$ cat src/rtl/fsm_pkg.sv
// Shared definitions for the step sequencer and the x/y-driven FSM it controls:
// controlled-FSM state and z codes, step-entry field layout, sequencer states.
package fsm_pkg;

  localparam logic [2:0] ST_S7    = 3'd0;
  localparam logic [2:0] ST_S1    = 3'd1;
  localparam logic [2:0] ST_S5    = 3'd2;
  localparam logic [2:0] ST_S6    = 3'd3;
  localparam logic [2:0] ST_S9    = 3'd4;
  localparam logic [2:0] ST_S10   = 3'd5;
  localparam logic [2:0] ST_ERROR = 3'd7;

  localparam logic [2:0] Z_S1    = 3'd5;
  localparam logic [2:0] Z_S5    = 3'd1;
  localparam logic [2:0] Z_S6    = 3'd2;
  localparam logic [2:0] Z_S7    = 3'd0;
  localparam logic [2:0] Z_S9    = 3'd1;
  localparam logic [2:0] Z_S10   = 3'd0;
  localparam logic [2:0] Z_ERROR = 3'd7;

  // Entry is {x, y, exp_z[2:0], hold}; offsets are relative to the top of the hold field.
  localparam int ENT_EXP_OFS = 0;
  localparam int ENT_EXP_W   = 3;
  localparam int ENT_Y_OFS   = 3;
  localparam int ENT_X_OFS   = 4;

  typedef enum logic [2:0] {
    SEQ_IDLE,
    SEQ_RST_FSM,
    SEQ_SETTLE,
    SEQ_DRIVE,
    SEQ_CHECK,
    SEQ_FIN
  } seq_state_t;

  function automatic logic [2:0] fsm_z_of(input logic [2:0] s);
    case (s)
      ST_S1:   fsm_z_of = Z_S1;
      ST_S5:   fsm_z_of = Z_S5;
      ST_S6:   fsm_z_of = Z_S6;
      ST_S9:   fsm_z_of = Z_S9;
      ST_S10:  fsm_z_of = Z_S10;
      ST_S7:   fsm_z_of = Z_S7;
      default: fsm_z_of = Z_ERROR;
    endcase
  endfunction

endpackage

$ cat src/rtl/fsm_step_mem.sv
// Step table: DEPTH x W register file, one write port, combinational read port.
// Contents are deliberately not reset; software always loads the table before a run.
module fsm_step_mem
  import fsm_pkg::*;
#(
  parameter int DEPTH = 16,
  parameter int AW    = 4,
  parameter int W     = 9
) (
  input  logic          clk,
  input  logic          we,
  input  logic [AW-1:0] waddr,
  input  logic [W-1:0]  wdata,
  input  logic [AW-1:0] raddr,
  output logic [W-1:0]  rdata
);

  logic [W-1:0] mem [DEPTH];

  always_ff @(posedge clk) begin
    if (we) mem[waddr] <= wdata;
  end

  assign rdata = mem[raddr];

endmodule

$ cat src/rtl/fsm_step_sequencer.sv
// Runs a programmed list of x/y steps into the controlled FSM and checks its z output per step.
// Run takes 2 + sum(hold+2) + 1 cycles from start to done; start/cfg_we are ignored while busy.
module fsm_step_sequencer
  import fsm_pkg::*;
#(
  parameter int DEPTH  = 16,
  parameter int AW     = 4,
  parameter int HOLD_W = 4
) (
  input  logic                clk,
  input  logic                rst,
  input  logic                cfg_we,
  input  logic [AW-1:0]       cfg_addr,
  input  logic [5+HOLD_W-1:0] cfg_data,
  input  logic [AW-1:0]       cfg_last,
  input  logic                start,
  input  logic                abort,
  output logic                busy,
  output logic                done,
  output logic                pass,
  output logic [AW-1:0]       fail_idx,
  output logic                fsm_rst,
  output logic                fsm_x,
  output logic                fsm_y,
  input  logic [2:0]          fsm_z
);

  localparam int EW = 5 + HOLD_W;

  seq_state_t          state, state_nx;
  logic [AW-1:0]       idx, idx_nx;
  logic [AW-1:0]       last, last_nx;
  logic [HOLD_W-1:0]   hold_cnt, hold_cnt_nx;
  logic                pass_nx;
  logic [AW-1:0]       fail_idx_nx;

  logic [EW-1:0]        entry;
  logic                 ent_x, ent_y;
  logic [2:0]           ent_exp;
  logic [HOLD_W-1:0]    ent_hold;

  fsm_step_mem #(
    .DEPTH (DEPTH),
    .AW    (AW),
    .W     (EW)
  ) u_mem (
    .clk   (clk),
    .we    (cfg_we && (state == SEQ_IDLE)),
    .waddr (cfg_addr),
    .wdata (cfg_data),
    .raddr (idx),
    .rdata (entry)
  );

  assign ent_hold = entry[HOLD_W-1:0];
  assign ent_exp  = entry[HOLD_W+ENT_EXP_OFS +: ENT_EXP_W];
  assign ent_y    = entry[HOLD_W+ENT_Y_OFS];
  assign ent_x    = entry[HOLD_W+ENT_X_OFS];

  always_ff @(posedge clk or posedge rst) begin
    if (rst) begin
      state    <= SEQ_IDLE;
      idx      <= '0;
      last     <= '0;
      hold_cnt <= '0;
      pass     <= 1'b0;
      fail_idx <= '0;
    end else begin
      state    <= state_nx;
      idx      <= idx_nx;
      last     <= last_nx;
      hold_cnt <= hold_cnt_nx;
      pass     <= pass_nx;
      fail_idx <= fail_idx_nx;
    end
  end

  always_comb begin
    state_nx    = state;
    idx_nx      = idx;
    last_nx     = last;
    hold_cnt_nx = hold_cnt;
    pass_nx     = pass;
    fail_idx_nx = fail_idx;
    busy        = 1'b1;
    done        = 1'b0;
    fsm_rst     = 1'b0;
    fsm_x       = 1'b0;
    fsm_y       = 1'b0;

    case (state)
      SEQ_IDLE: begin
        busy = 1'b0;
        if (start) begin
          last_nx  = (int'(cfg_last) > DEPTH - 1) ? AW'(DEPTH - 1) : cfg_last;
          idx_nx   = '0;
          state_nx = SEQ_RST_FSM;
        end
      end
      SEQ_RST_FSM: begin
        fsm_rst  = 1'b1;
        state_nx = SEQ_SETTLE;
      end
      SEQ_SETTLE: begin
        hold_cnt_nx = '0;
        state_nx    = SEQ_DRIVE;
      end
      SEQ_DRIVE: begin
        fsm_x = ent_x;
        fsm_y = ent_y;
        if (hold_cnt == ent_hold) state_nx = SEQ_CHECK;
        else                      hold_cnt_nx = hold_cnt + 1'b1;
      end
      SEQ_CHECK: begin
        fsm_x = ent_x;
        fsm_y = ent_y;
        // ERROR z fails the step even if the table expects 7.
        if ((fsm_z != ent_exp) || (fsm_z == Z_ERROR)) begin
          pass_nx     = 1'b0;
          fail_idx_nx = idx;
          state_nx    = SEQ_FIN;
        end else if (idx == last) begin
          pass_nx     = 1'b1;
          fail_idx_nx = '0;
          state_nx    = SEQ_FIN;
        end else begin
          idx_nx      = idx + 1'b1;
          hold_cnt_nx = '0;
          state_nx    = SEQ_DRIVE;
        end
      end
      SEQ_FIN: begin
        done     = 1'b1;
        state_nx = SEQ_IDLE;
      end
      default: begin
        busy     = 1'b0;
        state_nx = SEQ_IDLE;
      end
    endcase

    // Abort discards the run's result but keeps the last reported failing index.
    if (abort && (state != SEQ_IDLE)) begin
      state_nx    = SEQ_IDLE;
      pass_nx     = 1'b0;
      fail_idx_nx = fail_idx;
    end
  end

endmodule

$ cat config.mk
export PLATFORM = sky130hd
export DESIGN_NAME = fsm_step_sequencer
export DESIGN_NICKNAME = d
export VERILOG_FILES = /design/src/rtl/fsm_pkg.sv /design/src/rtl/fsm_step_mem.sv /design/src/rtl/fsm_step_sequencer.sv
export SDC_FILE = /design/constraint.sdc
export NUM_CORES = 1
export LEC_CHECK = 0
export CORE_AREA = 5 5 113 115
export DETAILED_ROUTE_END_ITERATION = 16
export DIE_AREA = 0 0 118 120
export PLACE_DENSITY = 0.88
export SLEW_MARGIN = 20
export SYNTH_ARGS = -nofsm -noshare
export SYNTH_HDL_FRONTEND = slang
export SYNTH_SLANG_ARGS = --single-unit
$ cat constraint.sdc
create_clock -name clk -period 3.3 [get_ports clk]
set_input_delay 0.825 -clock clk [delete_from_list [all_inputs] [get_ports clk]]
set_output_delay 0.825 -clock clk [all_outputs]
set_load 0.02 [all_outputs]
==> results of run 1 <==
==> layer usage <==
layer,part of all wire,vias to the layer above
met2,0.50,223
met4,0.029,0
li1,-,1645
met5,0,-
met1,0.38,1933
met3,0.090,34
==> stage by stage <==
stage | setup WS [ns] | instances | hold WS, ns
3_3_place_gp | 0.205 | 571 | 0.482
2_1_floorplan | 0.135 | 373 | 0.501
3_5_place_dp | 0.185 | 571 | 0.493
4_1_cts | 0.0186 | 605 | 0.510
5_1_grt | 0.00577 | 607 | 0.523
6_report | 0.0548 | 607 | 0.509
==> path summary, 6_finish.rpt <==
check	endpoint	depth (start not counted)	startpoint	slack (ns)
worst min-delay path	fail_idx[1]$_DFFE_PP0P_	1	fail_idx[1]$_DFFE_PP0P_	0.51
max in group asynchronous	idx[2]$_DFFE_PP0P_	2	rst	1.94
worst min register to register	fail_idx[1]$_DFFE_PP0P_	1	fail_idx[1]$_DFFE_PP0P_	0.51
worst max register to register	idx[2]$_DFFE_PP0P_	10	idx[0]$_DFFE_PP0P_	0.26
worst max-delay path	fsm_x	5	idx[0]$_DFFE_PP0P_	0.05
min in group asynchronous	state[2]$_DFFE_PP0P_	2	rst	0.84
==> cell usage after synthesis (3+ instances only) <==
cell | count | area share
nand4_1 | 4 | 0.0037
a22o_1 | 6 | 0.0078
mux2i_1 | 12 | 0.018
dfrtp_1 | 20 | 0.074
buf_2 | 9 | 0.0067
mux4_2 | 34 | 0.11
or3_1 | 3 | 0.0028
nor3_1 | 7 | 0.0052
nand2_1 | 15 | 0.0083
o221ai_1 | 4 | 0.0052
o21ai_0 | 4 | 0.0030
mux2_2 | 13 | 0.022
nor2b_1 | 4 | 0.0037
nand3_1 | 6 | 0.0044
inv_1 | 9 | 0.0050
nor2_1 | 22 | 0.012
edfxtp_1 | 144 | 0.64
nand2b_1 | 8 | 0.0074
o31ai_1 | 3 | 0.0033
clkbuf_1 | 4 | 0.0022
xnor2_1 | 9 | 0.012
a21oi_1 | 3 | 0.0022
==> final cells by class <==
class / count / area (µm²) / area share
sequential: 164 / 4830 / 0.596
multi-input combinational: 184 / 1820 / 0.224
timing repair buffer: 71 / 667 / 0.0824
clock buffer: 19 / 433 / 0.0535
tap: 147 / 184 / 0.0227
clock inverter: 13 / 133 / 0.0164
inverter: 9 / 33.8 / 0.00417
==> cell families (layout without fill, tap and decap cells) <==
family,Yosys count,after routing,synth area share
simple gates,77,77,0.0567
buf+inv,25,112,0.0161
fa+ha+maj,2,2,0.00371
flops,164,164,0.715
mux,59,59,0.153
xor+xnor,10,10,0.0130
compound gates,36,36,0.0428
==> power breakdown <==
part / internal, W / switching, W
registers: 0.00232 / 0.0000571
clock network: 0.00111 / 0.000789
logic: 0.000145 / 0.000171
total: 0.00358 / 0.00102
==> sequential cells by signal (all words and copies together), names as in the netlist <==
| register | flops |
|---|---|
| fail_idx | 4 |
| last | 4 |
| idx | 4 |
| hold_cnt | 4 |
| state | 3 |
| pass | 1 |
| u_mem.mem | 144 |
==> worst max-delay path, stage by stage (launching register included) <==
cell,delay (ns)
dfrtp_2,0.40
buf_12,0.15
mux4_2,0.49
mux4_2,0.49
nor2b_1,0.16
dlygate4sd2_1,0.32
==> what timing repair did <==
action | in CTS | in global routing
gates cloned | 1 | 0
gates resized for setup | 2 | 2
setup buffers | 1 | 2
pin swaps | 0 | 1
setup endpoints to repair | 2 | 4
==> metrics.txt, run 1 <==
Worst-Skew Late Latency 0.42 ns; post-synthesis cell count 373; final worst path period share 0.983; post-layout util 0.691; Syn Area/Cell 18.1 µm²; Fillers 714; Via density 6.32; Max-cap violations 0; Final GP Congestion 0.854; Pre-antenna DRT Iters 4; DIE AREA 14200 µm²; Seq/Total Area, Yosys 0.715; P_leak 2.68 nW; H-tree Lvls 4; HPWL Detailed 9.20 mm; layout cell share with drive strength beyond 1 0.254; routed wire length 14.8 mm; antenna viol nets, final 0; post-layout minimum cycle time 3.25 ns; Setup CP Type reg -> out; Slew HR 0.497; Die Ht 120 µm; first-pass GRT wire length 22.7 mm; M1 GR Usage 0.275; share of synthesized registers carrying an async set or reset 0.122; Post-synth top flop edfxtp_1; busiest grt layer met2; post-synthesis register bit count 164; Max Freq 0.308 GHz; commonest non-fill, non-tap cell in the layout edfxtp_1; hold violation count in the final report 0; Setup Viol. Count Final 0; commonest non-fill, non-tap cells in the layout edfxtp_1 (144), mux4_2 (34), buf_4 (34), clkdlybuf4s50_1 (32), nor2_1 (22); Starting Density 0.576; CTS tree built; clock sink count 164; met3 usage 0.0683; Row Count 40; DRC Markers 0; Min-Delay Path Class reg -> reg; crit path launch type flop; CP Max Fanout 10; Max VDD drop 0.550 mV; EDFF count, synth 144; clock transition at the registers of the reported paths 0.06 ns; Total Routing Usage GR 0.217; vias in the first global route 3965; synth-to-layout area growth 19.9%; Clock Skews 0.00622 ns; placed cell areas 7470 µm²; outcome finished clean; Post-Syn Area 6750 µm²; Die X 118 µm; Nets 474; Power Density 568 nW/µm²; CTS buffer count 17; met2 GRT Util 0.352; CP Capture Type output port; Worst Path Arrival 2.42 ns; Critical Path RT 2.47 ns; Yosys Warn Count 0; Syn Nets 400; RSZ-0062 raised after global routing no; Synth cell types 47; worst-margin pin slew 0.754 ns; core area 11700 µm²; Starting DRT DRC Count 551; Design Area, Final 8090 µm²; routed len/inst 24.5 µm; initial antenna violation count 0; CTS Buffer Depth 2; port bufs 34; total grt overflow 0; Final Max Tran Viols 0; Ports 35; vias post-DR 3835; CTS root buf clkbuf_16; hold buffer count at CTS 0; total power 0.00460 W; largest net degree at the start of global routing 21; setup_tns 0 ns; # diodes 0
Power figures use the tool's default switching activity.
==> run 2, diff against run 1 <==
--- a/config.mk
+++ b/config.mk
@@ -9,6 +9,7 @@
 export DETAILED_ROUTE_END_ITERATION = 16
 export DIE_AREA = 0 0 118 120
 export PLACE_DENSITY = 0.88
+export SKIP_CTS_REPAIR_TIMING = 1
 export SLEW_MARGIN = 20
 export SYNTH_ARGS = -nofsm -noshare
 export SYNTH_HDL_FRONTEND = slang
==> run 2 against run 1 <==
- hold slack improved by 0.0037 ns
- utilization is 0.47 points lower
- clock-buffer cell count unchanged
- worst setup slack improved by 0.020 ns
- critical path depth unchanged
- clock skew rose by 0.00066 ns
- maximum frequency increased by 0.61%
- die area unchanged
- combinational power hardly changed
- sequential power hardly changed
==> metrics.txt, run 2 (synthesized netlist as in run 1, its figures left out) <==
outcome finished clean; Critical Path RT 2.47 ns; Starting Density 0.576; Clock Skews 0.00688 ns; CP Capture Type output port; DIE AREA 14200 µm²; placed instance count 571; clock sink count 164; Design Area, Final 8040 µm²; Hold Startpoint fail_idx[1]$_DFFE_PP0P_; setup_tns 0 ns; post-layout minimum cycle time 3.23 ns; Via density 6.39; Max VDD drop 0.561 mV; CTS root buf clkbuf_16; Setup CP Type reg -> out; H-tree Lvls 4; layout cell share with drive strength beyond 1 0.252; WHS Path Cells 1; Final Max Tran Viols 0; Worst-Skew Late Latency 0.42 ns; Top reg by flops u_mem.mem; CTS tree built; initial antenna violation count 0; Min-Delay Path Class reg -> reg; routed wire length 14.4 mm; total grt overflow 0; CP Max Fanout 26; Die X 118 µm; final hold slack 0.513 ns; CTS buffer count 17; Max Freq 0.310 GHz; # diodes 0; Pre-antenna DRT Iters 5; Total Routing Usage GR 0.213; Final GP Congestion 0.854; reg-to-reg slack, setup 0.29 ns; post-layout util 0.686; CTS Buffer Depth 2; routed len/inst 23.9 µm; Setup Viol. Count Final 0; FF-to-FF End idx[3]$_DFFE_PP0P_; worst-margin pin slew 0.759 ns; DRC Markers 0; placed cell areas 7470 µm²; Power Density 572 nW/µm²; Row Count 40; R2R depth 8; vias post-DR 3854; clock transition at the registers of the reported paths 0.06 ns; commonest non-fill, non-tap cells in the layout edfxtp_1 (144), mux4_2 (34), clkdlybuf4s50_1 (32), buf_4 (31), nor2_1 (22); core area 11700 µm²; crit path launch type flop; Nets 470; first-pass GRT wire length 22.4 mm; Fillers 731; P_leak 2.66 nW; vias in the first global route 3923; HPWL Detailed 9.20 mm; Slew HR 0.494; Starting DRT DRC Count 449; Hold Path End fail_idx[1]$_DFFE_PP0P_; hold violation count in the final report 0; max reg flops 144; antenna viol nets, final 0; port bufs 34; RR Startpoint idx[0]$_DFFE_PP0P_; commonest non-fill, non-tap cell in the layout edfxtp_1; final worst path period share 0.977; Worst Path Arrival 2.40 ns; Ports 35; synth-to-layout area growth 19.1%; RSZ-0062 raised after global routing no; non-filler instance count after layout 603; Max-cap violations 0; Die Ht 120 µm; largest net degree at the start of global routing 27
## run 2: area by class of cell
class,instances,area [µm²],share of cell area
repair buffers,67,611,0.0760
inverters,9,33.8,0.00420
flip-flops and latches,164,4830,0.601
clock buffers,19,433,0.0539
well taps,147,184,0.0229
clock inverters,13,133,0.0165
multi-input cells,184,1820,0.226
## run 2: worst max path at each step
| stage | from | end | slack [ns] |
|---|---|---|---|
| detailed placement | idx[0]$_DFFE_PP0P_ | fsm_y | 0.19 |
| global placement | idx[0]$_DFFE_PP0P_ | fsm_y | 0.21 |
| finish | idx[0]$_DFFE_PP0P_ | fsm_x | 0.07 |
| floorplan | idx[0]$_DFFE_PP0P_ | fsm_x | 0.14 |
| global route | idx[0]$_DFFE_PP0P_ | fsm_x | 0.003 |
| CTS | idx[0]$_DFFE_PP0P_ | fsm_x | -0.29 |
## run 2: critical path, stage by stage, from the launching register on
cell and delay [ns]:
dfrtp_2 0.41, buf_12 0.21, mux4_2 0.51, mux4_2 0.48, nor2b_1 0.15, dlymetal6s2s_1 0.21
## run 2: metrics by stage
stage | setup slack [ns] | total power [W]
2_1_floorplan | 0.135 | 0.00259
3_3_place_gp | 0.205 | 0.00271
3_5_place_dp | 0.185 | 0.00273
4_1_cts | -0.289 | 0.00460
5_1_grt | 0.00289 | 0.00474
6_report | 0.0745 | 0.00460
## run 2: power by group
part | internal, W | switching (W) | total [W]
registers | 0.00232 | 0.0000577 | 0.00238
logic | 0.000144 | 0.000170 | 0.000314
clock network | 0.00111 | 0.000789 | 0.00190
## run 2: layer usage
layer | global-route usage | share of wire | vias up
li1 | - | - | 1635
met1 | 0.272 | 0.39 | 1947
met2 | 0.343 | 0.50 | 239
met3 | 0.0674 | 0.086 | 33
met4 | 0.0853 | 0.028 | 0
met5 | 0 | 0 | -
==> run 3, diff against run 2 <==
--- a/config.mk
+++ b/config.mk
@@ -5,9 +5,10 @@
 export SDC_FILE = /design/constraint.sdc
 export NUM_CORES = 1
 export LEC_CHECK = 0
-export CORE_AREA = 5 5 113 115
+export ABC_AREA = 1
+export CORE_AREA = 5 5 116 118
 export DETAILED_ROUTE_END_ITERATION = 16
-export DIE_AREA = 0 0 118 120
+export DIE_AREA = 0 0 121 123
 export PLACE_DENSITY = 0.88
 export SKIP_CTS_REPAIR_TIMING = 1
 export SLEW_MARGIN = 20
==> run 3 against run 2 <==
- synthesized cell count up 80%
- hold slack worse by 0.026 ns
- sequential share of layout area down 2.2 points
- clock skew about the same
- total power up 18%
- largest power group unchanged
- combinational power rose to 3.6 times the previous value
- sequential power up 3%
- clock power down 3%
- maximum frequency up 13%
- non-clock buffer count down 7
- critical path type unchanged
==> metrics.txt, run 3 <==
Final Max Tran Viols 0; routed wire length 17.1 mm; Commonest cells post-synth nand2_1 (160), edfxtp_1 (144), nor2_1 (81); placed cell areas 7780 µm²; vias in the first global route 5154; Yosys top cell by area edfxtp_1; CP Max Fanout 23; H-tree Lvls 4; post-synthesis register bit count 164; RSZ-0062 raised after global routing no; Hold Startpoint fail_idx[0]$_DFFE_PP0P_; FF-to-FF End idx[1]$_DFFE_PP0P_; worst-margin pin slew 0.783 ns; clock transition at the registers of the reported paths 0.06 ns; CTS root buf clkbuf_16; total power 0.00543 W; CTS tree built; share of synthesized registers carrying an async set or reset 0.122; final worst path period share 0.864; first-pass GRT wire length 26.6 mm; largest net degree at the start of global routing 67; hold violation count in the final report 0; final worst slack 0.450 ns; Design Area, Final 8340 µm²; Post-synth top flop edfxtp_1; Worst path slowest cell dfrtp_4; CP Capture Type output port; Max-cap violations 0; Worst Path Arrival 2.03 ns; Power Density 651 nW/µm²; CTS Buffer Depth 2; DIE AREA 14900 µm²; Max Freq 0.351 GHz; vias post-DR 5218; port bufs 34; CTS buffer count 17; EDFF count, synth 144; commonest non-fill, non-tap cell in the layout nand2_1; crit-path max cell delay 0.59 ns; Worst-Skew Late Latency 0.43 ns; DRC Markers 0; Final GP Congestion 0.924; Syn Nets 699; Hold Path End fail_idx[0]$_DFFE_PP0P_; worst path bufs/invs 2; Pre-antenna DRT Iters 6; Row Count 41; Starting DRT DRC Count 777; total grt overflow 0; Top reg by flops u_mem.mem; post-synthesis cell count 672; Yosys Warn Count 0; count leader, synth nand2_1; Clock Skews 0.00719 ns; cell family with most CP delay flip-flops; Slew HR 0.477; Seq/Total Area, Yosys 0.669; outcome finished clean; Die X 121 µm; max reg flops 144; post-layout minimum cycle time 2.85 ns; Starting Density 0.584; Nets 749; Total Routing Usage GR 0.238; WHS Path Cells 2; Ports 35; Syn Area/Cell 10.7 µm²; worst path cell trace inv_4 > o21ai_0 > o221ai_1 > nand3_1 > a21oi_1 > dlymetal6s2s_1; reg-to-reg slack, setup 0.45 ns; P_leak 3.32 nW; Setup CP Type reg -> out; Max VDD drop 0.411 mV; routed len/inst 18.9 µm; Die Ht 123 µm; Setup Viol. Count Final 0; top-area cell type share of the netlist area 0.599; HPWL Detailed 10.4 mm; core area 12400 µm²; Post-Syn Area 7210 µm²; commonest non-fill, non-tap cells in the layout nand2_1 (160), edfxtp_1 (144), nor2_1 (81), nand3_1 (74), inv_1 (62); R2R depth 14; pre-CTS setup slack 0.510 ns; synth-to-layout area growth 15.6%; antenna viol nets, final 0; post-layout util 0.675; Via density 5.77; crit path launch type flop; Synth cell types 32; clock sink count 164; # diodes 0; layout cell share with drive strength beyond 1 0.0982; Synth area leaders edfxtp_1 (60%), nand2_1 (8.3%), dfrtp_1 (6.9%); crit path from idx[0]$_DFFE_PP0P_; initial antenna violation count 0; RR Startpoint idx[0]$_DFFE_PP0P_; setup_tns 0 ns; Critical Path RT 2.47 ns; Min-Delay Path Class reg -> reg
run 3: cell count changes in the layout (fill, tap and decap cells not counted), sizes merged, moves of 32 or more:
cell   before  now
nand3       6   77
mux4       34    0
o21ai       4   36
nand2      15  164
nor2       22   83
inv        12   63
run 3: cell type report:
type / instances / area, µm²
Inverter: 66 / 254
Tap cell: 172 / 215
Clock buffer: 19 / 433
Clock inverter: 11 / 114
Fill cell: 766 / 4020
Sequential cell: 164 / 4830
Timing Repair Buffer: 60 / 541
Multi-Input combinational cell: 413 / 1960
run 3: cell families (layout without fill, tap and decap cells):
logic type,count (synthesis),count (layout),synth area share
compound gates,61,61,0.0536
xor+xnor,8,8,0.00971
fa+ha+maj,2,2,0.00347
buf+inv,95,156,0.0602
flops,164,164,0.669
mux,4,4,0.00624
simple gates,338,338,0.198
run 3: worst min-delay path, stage by stage (launching register included):
cell,delay [ns]
dfrtp_1,0.34
nand2_1,0.05
nand2_1,0.05
run 3: where the power goes:
group / internal [W] / switching (W) / total (W)
clock network: 0.00109 / 0.000745 / 0.00184
logic: 0.000403 / 0.000741 / 0.00114
registers: 0.00236 / 0.0000854 / 0.00245
total: 0.00386 / 0.00157 / 0.00543
run 3: per-stage QoR:
step                cells  hold WS [ns]
finish                905         0.487
global route          905         0.517
CTS                   905         0.494
detailed placement    875         0.478
global placement      875         0.464
floorplan             672         0.479
run 3: worst max-delay path by stage:
stage / to / slack [ns] / cells past startpoint
finish: fsm_y / 0.45 / 6
global placement: fsm_y / 0.61 / 6
detailed placement: fsm_y / 0.51 / 6
CTS: fsm_y / 0.05 / 6
floorplan: fsm_x / 0.74 / 9
global route: idx[2]$_DFFE_PP0P_ / 0.26 / 14
run 3: layer usage:
layer	wire length, µm	global-route usage	vias up
met5	0	0	-
met4	659	0.118	0
li1	-	-	2381
met3	1680	0.0540	65
met1	6070	0.278	2420
met2	8720	0.415	352
